`config.mk`:
```
export PLATFORM = sky130hd
export DESIGN_NAME = seq_arbiter_flat
export DESIGN_NICKNAME = d
export VERILOG_FILES = /design/src/rtl/seq_arbiter_if.sv /design/src/rtl/seq_arbiter.sv /design/src/flat_wrapper.sv
export SDC_FILE = /design/constraint.sdc
export NUM_CORES = 1
export LEC_CHECK = 0
export ABC_CLOCK_PERIOD_IN_PS = 3200
export BUFFER_PORTS_ARGS = -buffer_cell sky130_fd_sc_hd__buf_2
export CAP_MARGIN = 20
export CELL_PAD_IN_SITES_DETAIL_PLACEMENT = 1
export CELL_PAD_IN_SITES_GLOBAL_PLACEMENT = 1
export CORE_UTILIZATION = 41
export DETAILED_ROUTE_END_ITERATION = 10
export PLACE_DENSITY_LB_ADDON = 0.1
export SYNTH_ARGS = -nofsm -noshare
export SYNTH_HDL_FRONTEND = slang
export SYNTH_SLANG_ARGS = --single-unit
```
`constraint.sdc`:
```
create_clock -name CLK -period 3.2 [get_ports CLK]
set_input_delay 0.16 -clock CLK [delete_from_list [all_inputs] [get_ports CLK]]
set_output_delay 0.16 -clock CLK [all_outputs]
set_load 0.05 [all_outputs]
```
`src/rtl/seq_arbiter_if.sv`:
```
`default_nettype none
// +----------------------------------------------------------------------------+
// | seq_arbiter_if                                                             |
// | Requester and machine-pin bundle for the two-requester burst arbiter.      |
// | Revision: 1.0                                                              |
// +----------------------------------------------------------------------------+
interface seq_arbiter_if #(
  parameter int LEN = 4
);
  logic           REQ0;
  logic           REQ1;
  logic           A0;
  logic           B0;
  logic           A1;
  logic           B1;
  logic           GNT0;
  logic           GNT1;
  logic           MA;
  logic           MB;
  logic           MY;
  logic           MZ;
  logic [LEN-1:0] RESY;
  logic [LEN-1:0] RESZ;
  logic           OWN;
  logic           DONE;

  // Master is the environment: both requesters plus the shared machine.
  modport master (
    output REQ0, REQ1, A0, B0, A1, B1, MY, MZ,
    input  GNT0, GNT1, MA, MB, RESY, RESZ, OWN, DONE
  );

  modport slave (
    input  REQ0, REQ1, A0, B0, A1, B1, MY, MZ,
    output GNT0, GNT1, MA, MB, RESY, RESZ, OWN, DONE
  );
endinterface
`default_nettype wire

```
`src/rtl/seq_arbiter.sv`:
```
`default_nettype none
// +----------------------------------------------------------------------------+
// | seq_arbiter                                                                |
// | Round-robin sharing of one registered A/B -> Y/Z machine between two       |
// | requesters; captures a LEN-sample response burst and pulses DONE.         |
// | Revision: 1.0                                                              |
// +----------------------------------------------------------------------------+
module seq_arbiter #(
  parameter int LEN = 4,
  parameter int CW  = 4
) (
  input  wire logic    CLK,
  input  wire logic    RST,
  seq_arbiter_if.slave bus
);

  localparam logic [1:0]    S_IDLE  = 2'd0;
  localparam logic [1:0]    S_BURST = 2'd1;
  localparam logic [1:0]    S_FLUSH = 2'd2;
  localparam logic [CW-1:0] C_LAST  = CW'(LEN - 1);
  localparam logic [CW-1:0] C_ONE   = CW'(1);

  logic [1:0]     state_q, state_d;
  logic [CW-1:0]  cnt_q, cnt_d;
  logic           ptr_q, ptr_d;
  logic           gnt0_q, gnt0_d;
  logic           gnt1_q, gnt1_d;
  logic           own_q, own_d;
  logic           done_q, done_d;
  logic [LEN-1:0] resy_q, resy_d;
  logic [LEN-1:0] resz_q, resz_d;

  logic           pick;
  logic           capture;
  logic [LEN-1:0] resy_shift;
  logic [LEN-1:0] resz_shift;

  // A one-bit result register has nothing to shift down; it just reloads.
  generate
    if (LEN > 1) begin : g_shift_multi
      assign resy_shift = {bus.MY, resy_q[LEN-1:1]};
      assign resz_shift = {bus.MZ, resz_q[LEN-1:1]};
    end else begin : g_shift_single
      assign resy_shift = bus.MY;
      assign resz_shift = bus.MZ;
    end
  endgenerate

  always_comb begin
    state_d = state_q;
    cnt_d   = cnt_q;
    ptr_d   = ptr_q;
    gnt0_d  = gnt0_q;
    gnt1_d  = gnt1_q;
    own_d   = own_q;
    done_d  = 1'b0;
    pick    = 1'b0;
    capture = 1'b0;

    case (state_q)
      S_IDLE: begin
        if (bus.REQ0 || bus.REQ1) begin
          pick    = (bus.REQ0 && bus.REQ1) ? ptr_q : bus.REQ1;
          state_d = S_BURST;
          cnt_d   = '0;
          gnt0_d  = ~pick;
          gnt1_d  = pick;
          own_d   = pick;
        end
      end

      S_BURST: begin
        // The machine is one cycle behind the stimulus, so the first
        // burst cycle has no response to sample yet.
        cnt_d   = cnt_q + C_ONE;
        capture = (cnt_q != '0);
        if (cnt_q == C_LAST) begin
          state_d = S_FLUSH;
          gnt0_d  = 1'b0;
          gnt1_d  = 1'b0;
          ptr_d   = ~own_q;
        end
      end

      S_FLUSH: begin
        capture = 1'b1;
        done_d  = 1'b1;
        state_d = S_IDLE;
      end

      default: begin
        state_d = S_IDLE;
        gnt0_d  = 1'b0;
        gnt1_d  = 1'b0;
      end
    endcase

    resy_d = capture ? resy_shift : resy_q;
    resz_d = capture ? resz_shift : resz_q;
  end

  always_ff @(posedge CLK) begin
    if (RST) begin
      state_q <= S_IDLE;
      cnt_q   <= '0;
      ptr_q   <= 1'b0;
      gnt0_q  <= 1'b0;
      gnt1_q  <= 1'b0;
      own_q   <= 1'b0;
      done_q  <= 1'b0;
      resy_q  <= '0;
      resz_q  <= '0;
    end else begin
      state_q <= state_d;
      cnt_q   <= cnt_d;
      ptr_q   <= ptr_d;
      gnt0_q  <= gnt0_d;
      gnt1_q  <= gnt1_d;
      own_q   <= own_d;
      done_q  <= done_d;
      resy_q  <= resy_d;
      resz_q  <= resz_d;
    end
  end

  assign bus.GNT0 = gnt0_q;
  assign bus.GNT1 = gnt1_q;
  assign bus.MA   = (gnt0_q & bus.A0) | (gnt1_q & bus.A1);
  assign bus.MB   = (gnt0_q & bus.B0) | (gnt1_q & bus.B1);
  assign bus.RESY = resy_q;
  assign bus.RESZ = resz_q;
  assign bus.OWN  = own_q;
  assign bus.DONE = done_q;

endmodule
`default_nettype wire

```
`src/flat_wrapper.sv`:
```
// flat-port wrapper written by rule: the top's interface ports become plain ports
module seq_arbiter_flat 
#(
  parameter int LEN = 4,
  parameter int CW  = 4
)
  (CLK, RST, bus_REQ0, bus_REQ1, bus_A0, bus_B0, bus_A1, bus_B1, bus_MY, bus_MZ, bus_GNT0, bus_GNT1, bus_MA, bus_MB, bus_RESY, bus_RESZ, bus_OWN, bus_DONE);
  seq_arbiter_if #(.LEN(LEN)) bus_i ();
  input  wire logic CLK;
  input  wire logic RST;
  input wire logic [$bits(bus_i.REQ0)-1:0] bus_REQ0;
  input wire logic [$bits(bus_i.REQ1)-1:0] bus_REQ1;
  input wire logic [$bits(bus_i.A0)-1:0] bus_A0;
  input wire logic [$bits(bus_i.B0)-1:0] bus_B0;
  input wire logic [$bits(bus_i.A1)-1:0] bus_A1;
  input wire logic [$bits(bus_i.B1)-1:0] bus_B1;
  input wire logic [$bits(bus_i.MY)-1:0] bus_MY;
  input wire logic [$bits(bus_i.MZ)-1:0] bus_MZ;
  output wire logic [$bits(bus_i.GNT0)-1:0] bus_GNT0;
  output wire logic [$bits(bus_i.GNT1)-1:0] bus_GNT1;
  output wire logic [$bits(bus_i.MA)-1:0] bus_MA;
  output wire logic [$bits(bus_i.MB)-1:0] bus_MB;
  output wire logic [$bits(bus_i.RESY)-1:0] bus_RESY;
  output wire logic [$bits(bus_i.RESZ)-1:0] bus_RESZ;
  output wire logic [$bits(bus_i.OWN)-1:0] bus_OWN;
  output wire logic [$bits(bus_i.DONE)-1:0] bus_DONE;
  assign bus_i.REQ0 = bus_REQ0;
  assign bus_i.REQ1 = bus_REQ1;
  assign bus_i.A0 = bus_A0;
  assign bus_i.B0 = bus_B0;
  assign bus_i.A1 = bus_A1;
  assign bus_i.B1 = bus_B1;
  assign bus_i.MY = bus_MY;
  assign bus_i.MZ = bus_MZ;
  assign bus_GNT0 = bus_i.GNT0;
  assign bus_GNT1 = bus_i.GNT1;
  assign bus_MA = bus_i.MA;
  assign bus_MB = bus_i.MB;
  assign bus_RESY = bus_i.RESY;
  assign bus_RESZ = bus_i.RESZ;
  assign bus_OWN = bus_i.OWN;
  assign bus_DONE = bus_i.DONE;
  seq_arbiter #(.LEN(LEN), .CW(CW)) u_core (.CLK(CLK), .RST(RST), .bus(bus_i));
endmodule
```
==> results of run 1 <==
-- worst register-to-register path: cells and delay by family (launching register included) --
family	cells	cell delay [ns]
compound gates	2	0.58
fa+ha+maj	1	0.49
flops	1	0.34
mux	1	0.26
buf+inv	1	0.08
simple gates	1	0.05
-- power by group through the flow --
stage               sequential, W  clock (W)  combinational, W
floorplan                0.000269          0         0.0000728
global placement         0.000257          0          0.000100
detailed placement       0.000258          0          0.000104
CTS                      0.000252   0.000126          0.000104
global route             0.000253   0.000137          0.000112
finish                   0.000252   0.000122          0.000103
-- layout make-up --
type                       instances  area, sq um  area share
sequential                        19        380.4      0.3458
clock buffer                       4        26.28     0.02389
inverter                           7        26.28     0.02389
multi-input combinational         76        516.7      0.4699
timing repair buffer              23        115.1      0.1047
tap                               28        35.03     0.03185
-- cells by family after synthesis --
| kind of cell | Yosys count |
|---|---|
| and+or+nand+nor | 38 |
| AOI/OAI and AO/OA | 23 |
| DFF | 19 |
| buffers and inverters | 11 |
| muxes | 9 |
| adders and majority gates | 5 |
| xor gates and xnor gates | 1 |
-- final timing paths --
check / from / to / slack, ns / cells after the start
hold / removal: bus_MZ / u_core.bus.RESZ[3] / 0.1 / 3
setup reg to reg: u_core.state_q[1] / u_core.bus.RESY[1] / 1.30 / 6
setup / recovery: u_core.state_q[1] / u_core.bus.RESY[1] / 1.30 / 6
hold reg to reg: u_core.bus.GNT0 / u_core.bus.GNT0 / 0.52 / 2
-- per-layer routing --
layer / wire [um] / part of all wire
met5: 0 / 0
met1: 971 / 0.47
met4: 34 / 0.016
met3: 57 / 0.027
met2: 1013 / 0.49
-- flip-flops by register name, summed over array words and instances (netlist names) --
register         flops
u_core.bus.RESY      4
u_core.bus.RESZ      4
u_core.cnt_q         4
u_core.state_q       2
u_core.bus.DONE      1
u_core.bus.GNT0      1
u_core.bus.GNT1      1
u_core.bus.OWN       1
u_core.ptr_q         1
-- stage by stage --
step	area (sq um)	hold WS, ns	total power [W]
5_1_grt	1100	0.09251	0.0005018
3_3_place_gp	1074	0.4027	0.0003576
6_report	1100	0.09993	0.0004768
2_1_floorplan	968.4	0.3072	0.0003414
4_1_cts	1100	0.09125	0.0004825
3_5_place_dp	1074	0.4105	0.0003618
-- cell usage in the layout (no fill, tap or decap), drive strengths merged --
cell     netlist  final
and2b          1      1
dfxtp         19     19
a211oi         2      2
ha             5      5
inv            7      7
a21oi          8      8
nor3b          2      2
nor3           2      2
a41oi          1      1
a31oi          4      4
o21ba          1      1
nor4b          1      1
nor2          22     22
nand2b         2      2
mux2i          9      9
or4b           1      1
a22o           2      2
xnor2          1      1
or3b           1      1
clkbuf         4      4
o21ai          4      4
a2111oi        1      1
nand3          1      1
nand4          1      1
buf            0     23
nand2          4      4
==> results.md, run 1 <==
- Run status: finished clean
- Register area share after synthesis: 0.3928
- Post-synth EDFFs: 0
- RSZ-0062 raised after global routing: no
- Critical path class: reg2reg
- Clock power frac: 0.256
- M1 GR Usage: 0.2159
- Final setup margin: 1.295 ns
- Worst path bufs/invs: 1
- Distinct cells, synth: 30
- Pwr Density: 433.5 nW/um^2
- Ant diodes: 0
- CP cell instances: inv_1 -> ha_1 -> o21ai_1 -> a31oi_4 -> mux2i_1 -> nor2_1
- Seq pwr share: 0.529
- Post-Synthesis Cells: 106
- GRT Max-Usage Layer: met2
- Hold Vio Cnt, Final: 0
- Layout cells sized above 1: 0.2481
- Net Sw Power: 0.0001477 W
- Yosys warns: 0
- Fill cell count: 285
- Max cap viols: 0
- DR iter-0 viols: 11
- Initial antenna violation count: 0
- # setup viols final: 0
- Part of the power in combinational logic: 0.216
- Crit-path max cell delay: 0.49 ns
- Main combinational cell family by area after synthesis: simple AND/OR/NAND/NOR gates
- Critical path startpoint category: flop
- Fin Setup TNS: 0 ns
- VDD IR max: 0.2198 mV
- Pre-CTS setup slack: 1.302 ns
- Core ar.: 2212 sq um
- Site row count: 17
- I/O pin total: 24
- Finished Core Util: 0.4972
- P_int: 0.0003291 W
- Crit path max fanout: 17
- H-Tree Depth: 1
- DRC violations left: 0
- Post-synthesis area per instance: 9.136 sq um
- Via density per instance: 5.121
- Top cells by count, synth: 22 x nor2_1, 19 x dfxtp_1, 9 x mux2i_1
- Cell taking the most area after synthesis: dfxtp_1
- Crit. End Element: flop
- Crit path arrival time: 2.09 ns
- CTS resizes: 0
- CTS tree: built
- Final min period: 1.905 ns
- GRT met2 Usage: 0.3156
- Delay-heaviest family, CP: compound AO/OA/AOI/OAI gates
- DR WL/cell: 13.22 um
- Max-slew violations: 0
- Sw Ratio: 0.3098
- Cell area after synthesis: 968.4 sq um
- Register bit total from synthesis: 19
- Cell total after placement: 153
- Clock buffer count from CTS: 3
- Final GP Congestion: 0.7396
- Max Freq: 525.0 MHz
- Die Height: 50.60 um
- Final period util: 0.5953
- Fraction of the mapped netlist area in simple logic gates: 0.1964
- Critical Path RT: 3.39 ns
- Remaining Overflow, GRT: 0
- Max Root-Sink Buffers: 2
- Leakage dissipation: 0.4460 nW
- DP HPWL: 1556 um
- Compound-Gate Fraction of Synth Area: 0.1705
- Ys flop type: dfxtp_1
- Setup Buffers After CTS: 0
- CTS Hold Bufs: 0
- Post-synthesis mux area share: 0.09302
- First-pass GRT wire length: 3436 um
- GRT Util Overall: 0.1829
- M3 GR Usage: 0.03636
- Vias in the first global route: 773
- Largest net degree at the start of global routing: 20
- Final wirelength: 2076 um
- Vias after detailed routing: 804
- Worst min path class: in2reg
- Largest cells by area after synthesis: dfxtp_1 39%, mux2i_1 9.3%, nor2_1 8.5%
- CTS clk-pin slew, worst paths: 0.10 ns
- Slew at the pin with the worst max-slew slack: 0.5262 ns
- First drt pass iteration count: 2
- Post-Synth XOR/XNOR Area: 0.009044
- Post-synthesis adder-cell area fraction: 0.06460
- Max_slew headroom: 0.6492
- Layout net count: 145
- Initial core utilization: 0.4378
- CTS sink count: 19
- Finished Layout Cells: 157
- Full die area: 2560 sq um
- Root buf cell: clkbuf_4
- Clock latency on the worst-skew pair: 0.30 ns
- CP max-delay cell: ha_1
- Post-synth top area share: 0.3928
- Net count after synthesis: 121
- Port bufs: 23
- Layout area overhead: 13.57%
- Detail Route Antenna Nets: 0
- Final setup skew: 0.0005690 ns
- Asr flop ratio synth: 0
- Most frequent cell after synthesis: nor2_1
- Die width: 50.60 um
No activity file was read; power rests on OpenSTA's default activity.
==> inputs of run 2 (changes only) <==
- ABC_CLOCK_PERIOD_IN_PS: 3200 -> 1600
- CORE_UTILIZATION: 41 -> 34
- clock period: 3.2 -> 1.6 ns (I/O delays scaled with it)
==> run 2 against run 1 <==
Flip-flop and latch count stayed put. Global-route usage down 0.62 points. Critical path depth rose by 1. Via count is 9.3% higher. Utilization fell by 2.0 points. Sequential share of layout area fell by 3.4 points. Sequential power is 99% higher. Cell count grew 9.6%. Total power rose by 110%. Clock power increased by 110%. Worst hold slack worse by 0.0078 ns. Worst setup slack worse by 1.2 ns. Largest power group unchanged.
==> results.md, run 2 (synthesized netlist as in run 1, its figures left out) <==
- Worst min path class: in2reg (unchanged)
- Initial core utilization: 0.3739 (was 0.4378)
- Setup Buffers After CTS: 0 (unchanged)
- H-Tree Depth: 1 (unchanged)
- Final min period: 1.538 ns (was 1.905 ns)
- Crit path arrival time: 1.74 ns (was 2.09 ns)
- Leakage dissipation: 0.5139 nW (was 0.4460 nW)
- Critical path startpoint category: flop (unchanged)
- Via density per instance: 5.110 (was 5.121)
- Layout cells sized above 1: 0.3592 (was 0.2481)
- Fill cell count: 333 (was 285)
- Worst setup endpoint: u_core.bus.GNT1 (was u_core.bus.RESY[1])
- Run status: finished clean (unchanged)
- R2R Path Start: u_core.state_q[1] (unchanged)
- DP HPWL: 1932 um (was 1556 um)
- GRT Util Overall: 0.1767 (was 0.1829)
- Slew at the pin with the worst max-slew slack: 0.3713 ns (was 0.5262 ns)
- Largest net degree at the start of global routing: 20 (unchanged)
- Die width: 55.37 um (was 50.60 um)
- Vias in the first global route: 885 (was 773)
- Initial antenna violation count: 0 (unchanged)
- # setup viols final: 0 (unchanged)
- Final setup margin: 0.06157 ns (was 1.295 ns)
- CTS tree: built (unchanged)
- Max Root-Sink Buffers: 2 (unchanged)
- Remaining Overflow, GRT: 0 (unchanged)
- CTS clk-pin slew, worst paths: 0.12 ns (was 0.10 ns)
- Layout area overhead: 27.52% (was 13.57%)
- Hold_ws: 0.09209 ns (was 0.09993 ns)
- RSZ-0062 raised after global routing: yes (was no)
- Port bufs: 23 (unchanged)
- Hold Vio Cnt, Final: 0 (unchanged)
- Final period util: 0.9615 (was 0.5953)
- Max cap viols: 0 (unchanged)
- Clock buffer count from CTS: 3 (unchanged)
- Root buf cell: clkbuf_4 (unchanged)
- Clock latency on the worst-skew pair: 0.31 ns (was 0.30 ns)
- Critical R2R Capture: u_core.bus.GNT1 (was u_core.bus.RESY[1])
- Crit. End Element: flop (unchanged)
- Final non-filler cell area: 1235 sq um (was 1100 sq um)
- Critical Path RT: 1.80 ns (was 3.39 ns)
- Ant diodes: 0 (unchanged)
- Layout net count: 158 (was 145)
- Worst r2r path cells: 7 (was 6)
- DR iter-0 viols: 16 (was 11)
- Max Freq: 650.0 MHz (was 525.0 MHz)
- DR WL/cell: 14.78 um (was 13.22 um)
- Most frequent cells in the layout: 23 x buf_2, 22 x nor2_1, 15 x dfxtp_1 (was 23 x buf_2, 22 x nor2_1, 19 x dfxtp_1)
- Full die area: 3066 sq um (was 2560 sq um)
- Die Height: 55.37 um (was 50.60 um)
- CTS sink count: 19 (unchanged)
- Core ar.: 2590 sq um (was 2212 sq um)
- VDD IR max: 0.4778 mV (was 0.2198 mV)
- Commonest non-fill, non-tap cell in the layout: buf_2 (unchanged)
- Vias after detailed routing: 879 (was 804)
- Finished Core Util: 0.4768 (was 0.4972)
- HP Start: bus_REQ0 (was bus_MZ)
- Fin Setup TNS: 0 ns (unchanged)
- First drt pass iteration count: 4 (was 2)
- Site row count: 18 (was 17)
- R2R setup slack: 0.06 ns (was 1.30 ns)
- Max-slew violations: 0 (unchanged)
- Critical Path Start: u_core.state_q[1] (unchanged)
- Crit path max fanout: 7 (was 17)
- Final wirelength: 2543 um (was 2076 um)
- Pwr Density: 829.6 nW/um^2 (was 433.5 nW/um^2)
- Pre-CTS setup slack: 0.008145 ns (was 1.302 ns)
- First-pass GRT wire length: 4257 um (was 3436 um)
- Max_slew headroom: 0.7525 (was 0.6492)
- Placed Area: 1171 sq um (was 1074 sq um)
- Final GP Congestion: 0.7481 (was 0.7396)
- Critical path class: reg2reg (unchanged)
- Final setup skew: 0.006295 ns (was 0.0005690 ns)
- DRC violations left: 0 (unchanged)
- I/O pin total: 24 (unchanged)
- Detail Route Antenna Nets: 0 (unchanged)
==> run 2: cell count changes in the layout (fill, tap and decap cells not counted), moves of 2 or more <==
cell | before | now
buf_4 | 0 | 10
dlygate4sd3_1 | 0 | 2
ha_2 | 0 | 2
ha_1 | 5 | 3
dfxtp_1 | 19 | 15
dfxtp_2 | 0 | 4
==> run 2: stage by stage <==
stage	instances	total power [W]
final	172	0.001025
after global routing	172	0.001079
after CTS	172	0.001033
after detailed placement	166	0.0007656
after global placement	166	0.0007539
after floorplan	106	0.0006828
==> run 2: how the worst min path moves through the flow <==
stage,to,slack (ns),depth (start not counted)
floorplan,u_core.bus.RESY[3],0.23,2
global placement,u_core.bus.RESY[3],0.32,3
detailed placement,u_core.bus.RESY[3],0.33,3
CTS,u_core.bus.GNT0,0.09,3
global route,u_core.bus.GNT0,0.09,3
finish,u_core.bus.GNT0,0.09,3
==> run 2: cell type report <==
type	count	area (sq um)	share of cell area
clock inverters	1	5.005	0.004053
inverters	7	26.28	0.02128
flip-flops and latches	19	385.4	0.3121
multi-input cells	76	528.0	0.4276
well taps	30	37.54	0.03040
repair buffers	36	230.2	0.1864
clock buffers	3	22.52	0.01824
==> run 2: power breakdown <==
group | switching, W | total, W | internal (W)
logic | 0.000157 | 0.000262 | 0.000105
clock network | 0.000167 | 0.000261 | 0.0000935
registers | 0.0000104 | 0.000501 | 0.000491
total | 0.000335 | 0.00102 | 0.000690
==> run 2: repair_timing <==
item                                    4_1_cts  5_1_grt
gates resized for setup                       1        7
endpoints found under the setup margin        1        8
pin swaps                                     0        3
endpoints found under the hold margin         2        0
hold buffers                                  2        0
==> run 2: critical path: stages, from the launching register on <==
cell	delay, ns
dfxtp_2	0.36
inv_1	0.06
ha_1	0.19
nor3b_2	0.16
buf_4	0.16
a211oi_2	0.23
mux2i_1	0.21
nor2_1	0.06
==> run 2: layer usage <==
| metal | vias to the layer above | routed length, um | GRT usage |
|---|---|---|---|
| li1 | 440 | - | - |
| met1 | 415 | 1173 | 0.2208 |
| met2 | 19 | 1239 | 0.3012 |
| met3 | 5 | 89 | 0.02576 |
| met4 | 0 | 41 | 0.07500 |
| met5 | - | 0 | 0 |
==> inputs of run 3 (changes only) <==
- CORE_ASPECT_RATIO: unset -> 2
==> run 3 against run 2 <==
Combinational power increased by 2%. Routed wire length decreased by 5.9%. Global-route usage rose by 0.39 points. Critical path type unchanged. Largest power group unchanged. Highest routed layer unchanged.
==> results.md, run 3 (synthesized netlist as in run 1, its figures left out) <==
- Core ar.: 2736 sq um (was 2590 sq um)
- Worst min path class: in2reg (unchanged)
- Layout cells sized above 1: 0.3551 (was 0.3592)
- Full die area: 3079 sq um (was 3066 sq um)
- Critical path class: reg2reg (unchanged)
- Die width: 39.74 um (was 55.37 um)
- Root buf cell: clkbuf_8 (was clkbuf_4)
- DRC violations left: 0 (unchanged)
- Commonest non-fill, non-tap cell in the layout: buf_2 (unchanged)
- Worst r2r path cells: 7 (unchanged)
- Max Root-Sink Buffers: 2 (unchanged)
- Delay-heaviest family, CP: flip-flops (unchanged)
- Fill cell count: 326 (was 333)
- CP cell instances: inv_1 -> ha_1 -> nor3b_2 -> buf_4 -> a211oi_4 -> mux2i_1 -> nor2_1 (was inv_1 -> ha_1 -> nor3b_2 -> buf_4 -> a211oi_2 -> mux2i_1 -> nor2_1)
- Final period util: 0.9643 (was 0.9615)
- Max_slew headroom: 0.7645 (was 0.7525)
- Hold path depth: 3 (unchanged)
- Clock buffer count from CTS: 3 (unchanged)
- Largest net degree at the start of global routing: 20 (unchanged)
- GRT Util Overall: 0.1806 (was 0.1767)
- Crit path arrival time: 1.69 ns (was 1.74 ns)
- Via density per instance: 5.156 (was 5.110)
- CP max-delay cell: dfxtp_2 (unchanged)
- Placed Area: 1167 sq um (was 1171 sq um)
- DR WL/cell: 14.32 um (was 14.78 um)
- Remaining Overflow, GRT: 0 (unchanged)
- Hold Vio Cnt, Final: 0 (unchanged)
- Layout area overhead: 27.52% (unchanged)
- Site row count: 27 (was 18)
- VDD IR max: 0.4730 mV (was 0.4778 mV)
- Crit. End Element: flop (unchanged)
- CTS sink count: 19 (unchanged)
- Hold_ws: 0.05455 ns (was 0.09209 ns)
- Cell total after placement: 163 (was 166)
- Vias in the first global route: 877 (was 885)
- Leakage dissipation: 0.5103 nW (was 0.5139 nW)
- Worst path depth: 7 (unchanged)
- Critical path startpoint category: flop (unchanged)
- Max-slew violations: 0 (unchanged)
- Final setup skew: 0.001045 ns (was 0.006295 ns)
- Max Freq: 648.1 MHz (was 650.0 MHz)
- Vias after detailed routing: 861 (was 879)
- CTS clk-pin slew, worst paths: 0.08 ns (was 0.12 ns)
- CTS tree: built (unchanged)
- Die Height: 77.48 um (was 55.37 um)
- Finished Core Util: 0.4513 (was 0.4768)
- Run status: finished clean (unchanged)
- Max cap viols: 0 (unchanged)
- Crit-path max cell delay: 0.34 ns (was 0.36 ns)
- Port bufs: 23 (unchanged)
- Final non-filler cell area: 1235 sq um (unchanged)
- Pwr Density: 906.7 nW/um^2 (was 829.6 nW/um^2)
- H-Tree Depth: 1 (unchanged)
- Most frequent cells in the layout: 23 x buf_2, 22 x nor2_1, 15 x dfxtp_1 (unchanged)
- Final min period: 1.543 ns (was 1.538 ns)
- Worst path bufs/invs: 2 (unchanged)
- CTS resizes: 0 (was 1)
- Clock latency on the worst-skew pair: 0.26 ns (was 0.31 ns)
- RSZ-0062 raised after global routing: yes (unchanged)
- Initial antenna violation count: 0 (unchanged)
- Layout net count: 154 (was 158)
- DP HPWL: 1919 um (was 1932 um)
- Finished Layout Cells: 167 (was 172)
- Final wirelength: 2392 um (was 2543 um)
- Ant diodes: 0 (unchanged)
- Initial core utilization: 0.3539 (was 0.3739)
- DR iter-0 viols: 11 (was 16)
- Slew at the pin with the worst max-slew slack: 0.3443 ns (was 0.3713 ns)
- Crit path max fanout: 6 (was 7)
- I/O pin total: 24 (unchanged)
- # setup viols final: 0 (unchanged)
- Detail Route Antenna Nets: 0 (unchanged)
- Critical Path RT: 1.75 ns (was 1.80 ns)
- Setup Buffers After CTS: 0 (unchanged)
- CTS Hold Bufs: 0 (was 2)
- First-pass GRT wire length: 3933 um (was 4257 um)
- First drt pass iteration count: 2 (was 4)
- Final GP Congestion: 0.7243 (was 0.7481)
run 3: cell count changes in the layout (fill, tap and decap cells not counted), moves of 2 or more:
| cell | change |
|---|---|
| clkbuf_8 | +3 |
| buf_4 | -3 |
| dlygate4sd3_1 | -2 |
| clkbuf_4 | -3 |
run 3: final cells by class:
type | count | area (sq um) | share of cell area
clock inverter | 1 | 5.005 | 0.004053
inverter | 7 | 26.28 | 0.02128
timing repair buffer | 32 | 207.7 | 0.1682
sequential | 19 | 385.4 | 0.3121
multi-input combinational | 76 | 533.0 | 0.4316
tap | 29 | 36.28 | 0.02938
clock buffer | 3 | 41.29 | 0.03343
run 3: worst paths after layout:
| check | from | to | slack [ns] |
|---|---|---|---|
| worst min-delay path | bus_MZ | u_core.bus.RESZ[3] | 0.05 |
| worst max-delay path | u_core.state_q[1] | u_core.bus.GNT1 | 0.06 |
| worst max register to register | u_core.state_q[1] | u_core.bus.GNT1 | 0.06 |
| worst min register to register | u_core.bus.RESZ[0] | u_core.bus.RESZ[0] | 0.49 |
run 3: power breakdown:
group / switching [W] / internal [W] / total (W)
sequential: 0.0000119 / 0.000491 / 0.000503
clock: 0.000178 / 0.000174 / 0.000351
combinational: 0.000155 / 0.000110 / 0.000266
run 3: per-layer routing:
metal,GRT usage,up-vias,part of all wire
li1,-,429,-
met1,0.1748,415,0.37
met2,0.3344,12,0.59
met3,0.02571,5,0.019
met4,0.08276,0,0.022
met5,0,-,0
run 3: tightest hold or removal path, delay by kind of cell:
| family | cells | cell delay, ns |
|---|---|---|
| buf+inv | 1 | 0.07 |
| simple gates | 1 | 0.08 |
| mux | 1 | 0.06 |
run 3: per-stage QoR:
| stage | worst slack, ns | total power (W) | TNS (ns) |
|---|---|---|---|
| floorplan | 0.01441 | 0.0006828 | 0 |
| global placement | 0.07292 | 0.0007619 | 0 |
| detailed placement | 0.02195 | 0.0007721 | 0 |
| CTS | 0.01290 | 0.001119 | 0 |
| global route | -0.006525 | 0.001168 | -0.006525 |
| finish | 0.05713 | 0.001120 | 0 |
